--- src/rtl/mapping_out_packer.sv ---
// mapping_out_packer: collects PE-array result bytes into CH-byte channel words,
// buffers complete words in a DEPTH-entry FIFO and offers them downstream over
// a valid/ready handshake. Provides an almost-full hint and a sticky overflow flag.
module mapping_out_packer #(
    parameter int CH    = 12,
    parameter int DEPTH = 4
) (
    input  logic                     i_clk,
    input  logic                     i_rst,
    input  logic                     i_valid,
    input  logic [7:0]               i_result,
    input  logic                     i_flush,
    input  logic                     i_ready,
    output logic                     o_valid,
    output logic [CH*8-1:0]          o_data,
    output logic [$clog2(DEPTH):0]   o_level,
    output logic                     o_almost_full,
    output logic                     o_overflow
);

    localparam int W      = CH * 8;
    localparam int LANE_W = (CH > 1) ? $clog2(CH) : 1;
    localparam int PTR_W  = $clog2(DEPTH);
    localparam int LVL_W  = PTR_W + 1;

    // Assembly state
    logic [LANE_W-1:0] lane_q, lane_d;
    logic [W-1:0]      asm_q, asm_d;

    // FIFO state
    logic [W-1:0]      mem_q [DEPTH];
    logic [PTR_W-1:0]  wr_ptr_q, wr_ptr_d;
    logic [PTR_W-1:0]  rd_ptr_q, rd_ptr_d;
    logic [LVL_W-1:0]  level_q, level_d;
    logic              overflow_q, overflow_d;

    // Datapath / control
    logic [W-1:0]      asm_word;
    logic              word_complete;
    logic              push;
    logic              pop;
    logic              push_ok;

    // Merge the incoming byte into its lane so a completing or flushed word
    // already carries it on the push edge.
    always_comb begin
        // NOTE: every always_comb output gets a default first so no path can infer a latch.
        asm_word = asm_q;
        for (int k = 0; k < CH; k++) begin
            if (i_valid && (lane_q == LANE_W'(k))) begin
                asm_word[8*k +: 8] = i_result;
            end
        end
    end

    // Push/pop decisions; a rejected push still closes the word.
    always_comb begin
        word_complete = i_valid && (lane_q == LANE_W'(CH - 1));
        push          = word_complete || (i_flush && (i_valid || (lane_q != '0)));
        pop           = (level_q != '0) && i_ready;
        push_ok       = push && ((level_q < LVL_W'(DEPTH)) || pop);
    end

    // Next-state for lane counter, assembly register, pointers, level and overflow.
    always_comb begin
        lane_d     = lane_q;
        asm_d      = asm_q;
        wr_ptr_d   = wr_ptr_q;
        rd_ptr_d   = rd_ptr_q;
        level_d    = level_q;
        overflow_d = overflow_q;

        if (push) begin
            lane_d = '0;
            asm_d  = '0;
        end else if (i_valid) begin
            lane_d = lane_q + LANE_W'(1);
            asm_d  = asm_word;
        end

        if (push_ok) wr_ptr_d = wr_ptr_q + PTR_W'(1);
        if (pop)     rd_ptr_d = rd_ptr_q + PTR_W'(1);

        case ({push_ok, pop})
            2'b10:   level_d = level_q + LVL_W'(1);
            2'b01:   level_d = level_q - LVL_W'(1);
            default: level_d = level_q;
        endcase

        if (push && !push_ok) overflow_d = 1'b1;
    end

    // Control and assembly registers, cleared by the asynchronous reset.
    always_ff @(posedge i_clk or posedge i_rst) begin
        // NOTE: sequential state uses non-blocking assignments so all flops update together.
        if (i_rst) begin
            lane_q     <= '0;
            asm_q      <= '0;
            wr_ptr_q   <= '0;
            rd_ptr_q   <= '0;
            level_q    <= '0;
            overflow_q <= 1'b0;
        end else begin
            lane_q     <= lane_d;
            asm_q      <= asm_d;
            wr_ptr_q   <= wr_ptr_d;
            rd_ptr_q   <= rd_ptr_d;
            level_q    <= level_d;
            overflow_q <= overflow_d;
        end
    end

    // FIFO storage write on accepted pushes.
    always_ff @(posedge i_clk) begin
        // NOTE: storage is not reset; o_data is masked while empty, so stale entries never show.
        if (push_ok) mem_q[wr_ptr_q] <= asm_word;
    end

    // Outputs: head word comes straight from storage, stable until popped.
    always_comb begin
        o_valid       = (level_q != '0);
        o_data        = o_valid ? mem_q[rd_ptr_q] : '0;
        o_level       = level_q;
        o_almost_full = (level_q >= LVL_W'(DEPTH - 1));
        o_overflow    = overflow_q;
    end

endmodule

--- config.mk ---
export PLATFORM = sky130hd
export DESIGN_NAME = mapping_out_packer
export DESIGN_NICKNAME = d
export VERILOG_FILES = /design/src/rtl/mapping_out_packer.sv
export SDC_FILE = /design/constraint.sdc
export NUM_CORES = 1
export LEC_CHECK = 0
export CAP_MARGIN = 30
export CORE_MARGIN = 2
export CORE_UTILIZATION = 40
export CTS_CLUSTER_DIAMETER = 50
export DETAILED_ROUTE_END_ITERATION = 10
export GPL_ROUTABILITY_DRIVEN = 0
export GPL_TIMING_DRIVEN = 0
export SYNTH_ARGS = -nofsm -noshare
export SYNTH_HDL_FRONTEND = slang
export SYNTH_SLANG_ARGS = --single-unit
--- constraint.sdc ---
create_clock -name i_clk -period 5.91 [get_ports i_clk]
set_input_delay 0.591 -clock i_clk [delete_from_list [all_inputs] [get_ports i_clk]]
set_output_delay 0.591 -clock i_clk [all_outputs]
set_load 0.01 [all_outputs]
==> key figures <==
Run status
  – Outcome: finished clean

Synth
  – Main synth FF type: edfxtp_1
  – Simple-gate area share of the yosys netlist: 0.0775
  – Post-synth EDFFs: 384
  – Synth Area in XOR/XNOR: 0.00400
  – Register area share after synthesis: 0.722
  – Asr flop ratio synth: 0.220
  – Synthesized area per cell: 19.5 sq um
  – Post-synthesis cell type count: 33
  – Complex-gate fraction of the synthesized area: 0.00305
  – Area share of fa/ha/maj cells after synthesis: 0.00673
  – Syn Nets: a little over 1,000
  – Synth warn: 0
  – Post-synthesis mux area share: 0.166
  – Largest family of logic cells by synthesized area: multiplexers
  – Post-Synthesis Cells: 1,008
  – Seq cells post-synth: 492
  – Synth Cell Area: 19,700 sq um

Power and ir drop
  – Net Sw Frac: 0.286
  – Net Sw Power: 0.00334 W
  – VDD IR max: ~200 uV
  – Power density over the cells: 494 nW/um^2
  – Clk pwr share: 0.266
  – Pint: 0.00832 W
  – Leakage: 8.74 nW
  – Comb pwr share: 0.349
  – Seq pwr share: 0.385

STA
  – Worst-Margin Slew: approximately 0.95 ns
  – Setup violators final: 0
  – Normalized max-slew margin: 0.367
  – Period utilization: 0.662
  – Max Freq: 256 MHz
  – Final hold violations: 0
  – Slew Viols, Final: 0
  – Clock Skew: 0.0163 ns
  – Post-route setup TNS: 0 ns
  – RSZ-0062 raised after global routing: false
  – Period minus WS final: just under 4 ns

Final layout
  – Most frequent cells in the layout: edfxtp_1, clkdlybuf4s50_1, dfrtp_1, and2_1
  – FILL cells: roughly 4,100
  – Sequential Area: ~14,000 sq um
  – Multi-input gate area: between 5000 and 6000 sq um
  – Layout cells sized above 1: 0.269
  – Most common cell after layout, fill and taps aside: edfxtp_1
  – # diodes: 0
  – Area Growth Syn to Fin: 19.8%
  – Fin nets: 1,210
  – Fin area: about 24,000 sq um

Floorplanning
  – CORE AREA: ~49,000 sq um
  – Starting Density: 0.404
  – Die Y: 226 um
  – Width of the die: 226 um
  – DIE AREA: approximately 51,000 sq um
  – # IOs: 115
  – FP Rows: 81

Route
  – Routed len/inst: 21.8 um
  – DRT Pass-1 Iters: 5
  – Via count: 9,399
  – Residual DRC: 0
  – ANT nets after route: 0
  – DRT iter0 DRCs: between 600 and 700
  – Drt total wl: around 41,000 um
  – Vias per cell: 4.97

Worst setup path
  – Crit-path slowest cell: clkdlybuf4s50_1
  – Worst-path cell chain: or3_1, buf_2, buf_2, clkbuf_1, and2_1, clkdlybuf4s50_1
  – Critical path data arrival time: 3.32 ns
  – Crit-path max cell delay: around 0.57 ns
  – Setup CP Type: flop to output port
  – Worst path required time: 5.32 ns
  – Largest fanout on the critical path: 10
  – Crit. End Element: output port
  – Crit-path most repeated cell: buf_2
  – Setup crit start kind: flop

Place
  – IO Port Bufs: 113
  – Hpwl dp: 25,500 um
  – Placed inst area: 22,000 sq um

Clocking
  – Worst-skew pair later-pin latency: 0.58 ns
  – Clk Tree Root Cell: clkbuf_16
  – CTS Buf Count: 49
  – H-tree depth: 2
  – Clk slew on worst S/H paths: 0.06 ns
  – Max clock buf depth: 3
  – TritonCTS clock tree: yes
  – Hold Buf Count CTS: 0
  – Clk sink count: 492
  – Post-cts repair resize count: 0
  – Setup bufs post-CTS: 0

GRT
  – Initial antenna violation count: 3
  – Grt ovf: 0
  – Global-route wire length before repair: 62,200 um
  – GR Util All Layers: 0.167
  – Vias in the first global route: 9,818
  – Largest net degree at the start of global routing: 76

Flow run
  – MaxCap Viol Count: 0

Worst hold path
  – Hold Crit Class: input port to async pin
-- power by group through the flow --
stage          Combinational, W  Sequential (W)  Clock (W)
2_1_floorplan           0.00230         0.00457          0
3_3_place_gp            0.00408         0.00463          0
4_1_cts                 0.00420         0.00449    0.00318
3_5_place_dp            0.00418         0.00456          0
5_1_grt                 0.00439         0.00453    0.00331
6_report                0.00407         0.00449    0.00310
-- logic make-up after synthesis --
kind of cell,Yosys count
adder cells (fa/ha/maj),10
AO/OA/AOI/OAI,6
flip-flops,492
buffers and inverters,76
XOR/XNOR,9
multiplexers,194
AND/OR/NAND/NOR,221
-- registers in the layout, summed over array words and instances, names as in the netlist --
signal,count
wr_ptr_q,2
rd_ptr_q,2
mem_q,384
o_level,3
asm_q,96
lane_q,4
o_overflow,1
-- worst max-delay path, delay by kind of cell, from the launching register on --
family	cells	cell delay, ns
simple gates	2	0.42
buf+inv	4	1.80
flops	1	0.53
-- synth_stat cells (all sizes together) (4+ instances only) --
master / n / area [sq um]
and2: 101 / 632
and4bb: 4 / 50.1
buf: 36 / 252
clkbuf: 24 / 90.1
dfrtp: 108 / 2700
edfxtp: 384 / 11500
ha: 9 / 113
inv: 16 / 60.1
mux2: 97 / 1100
mux4: 96 / 2160
nand4b: 8 / 190
nor2: 10 / 37.5
nor2b: 90 / 563
xnor2: 4 / 35.0
xor2: 5 / 43.8
-- worst paths after layout --
| path | depth (start not counted) | endpoint | from | slack (ns) |
|---|---|---|---|---|
| setup / recovery | 6 | o_data[70] | o_level[2] | 2.00 |
| hold reg to reg | 2 | asm_q[93] | asm_q[93] | 0.49 |
| hold / removal | 2 | asm_q[33] | i_rst | 0.39 |
| max in group asynchronous | 3 | asm_q[86] | i_rst | 4.76 |
| min in group i_clk | 2 | asm_q[93] | asm_q[93] | 0.49 |
| setup reg to reg | 6 | mem_q[1][60] | lane_q[0] | 2.82 |
-- metrics by stage --
step                      hold WS, ns  worst slack, ns   util  power (W)  cells
after floorplan                 0.467             1.84      -    0.00687   1008
after detailed placement        0.486             2.51  0.451    0.00874   1800
after CTS                       0.380             1.88  0.484     0.0119   1892
after global routing            0.408             1.85  0.484     0.0122   1892
final                           0.386             2.00  0.484     0.0117   1892
after global placement          0.484           -0.658  0.444    0.00870   1785
-- area by class of cell --
class / instances / share of cell area
Buffer: 60 / 0.0145
Clock buffer: 74 / 0.0603
Clock inverter: 18 / 0.00817
Inverter: 16 / 0.00276
Multi-Input combinational cell: 440 / 0.215
Sequential cell: 492 / 0.603
Tap cell: 664 / 0.0352
Timing Repair Buffer: 128 / 0.0607
-- per-layer routing --
| layer | share of wire | routed length [um] | GRT usage |
|---|---|---|---|
| met4 | 0.020 | 830 | 0.0479 |
| met2 | 0.48 | 20000 | 0.269 |
| met1 | 0.46 | 18800 | 0.236 |
| met5 | 0.00031 | 13 | 0 |
| met3 | 0.040 | 1640 | 0.0260 |
Note: power is estimated with default switching activity, not from simulation.
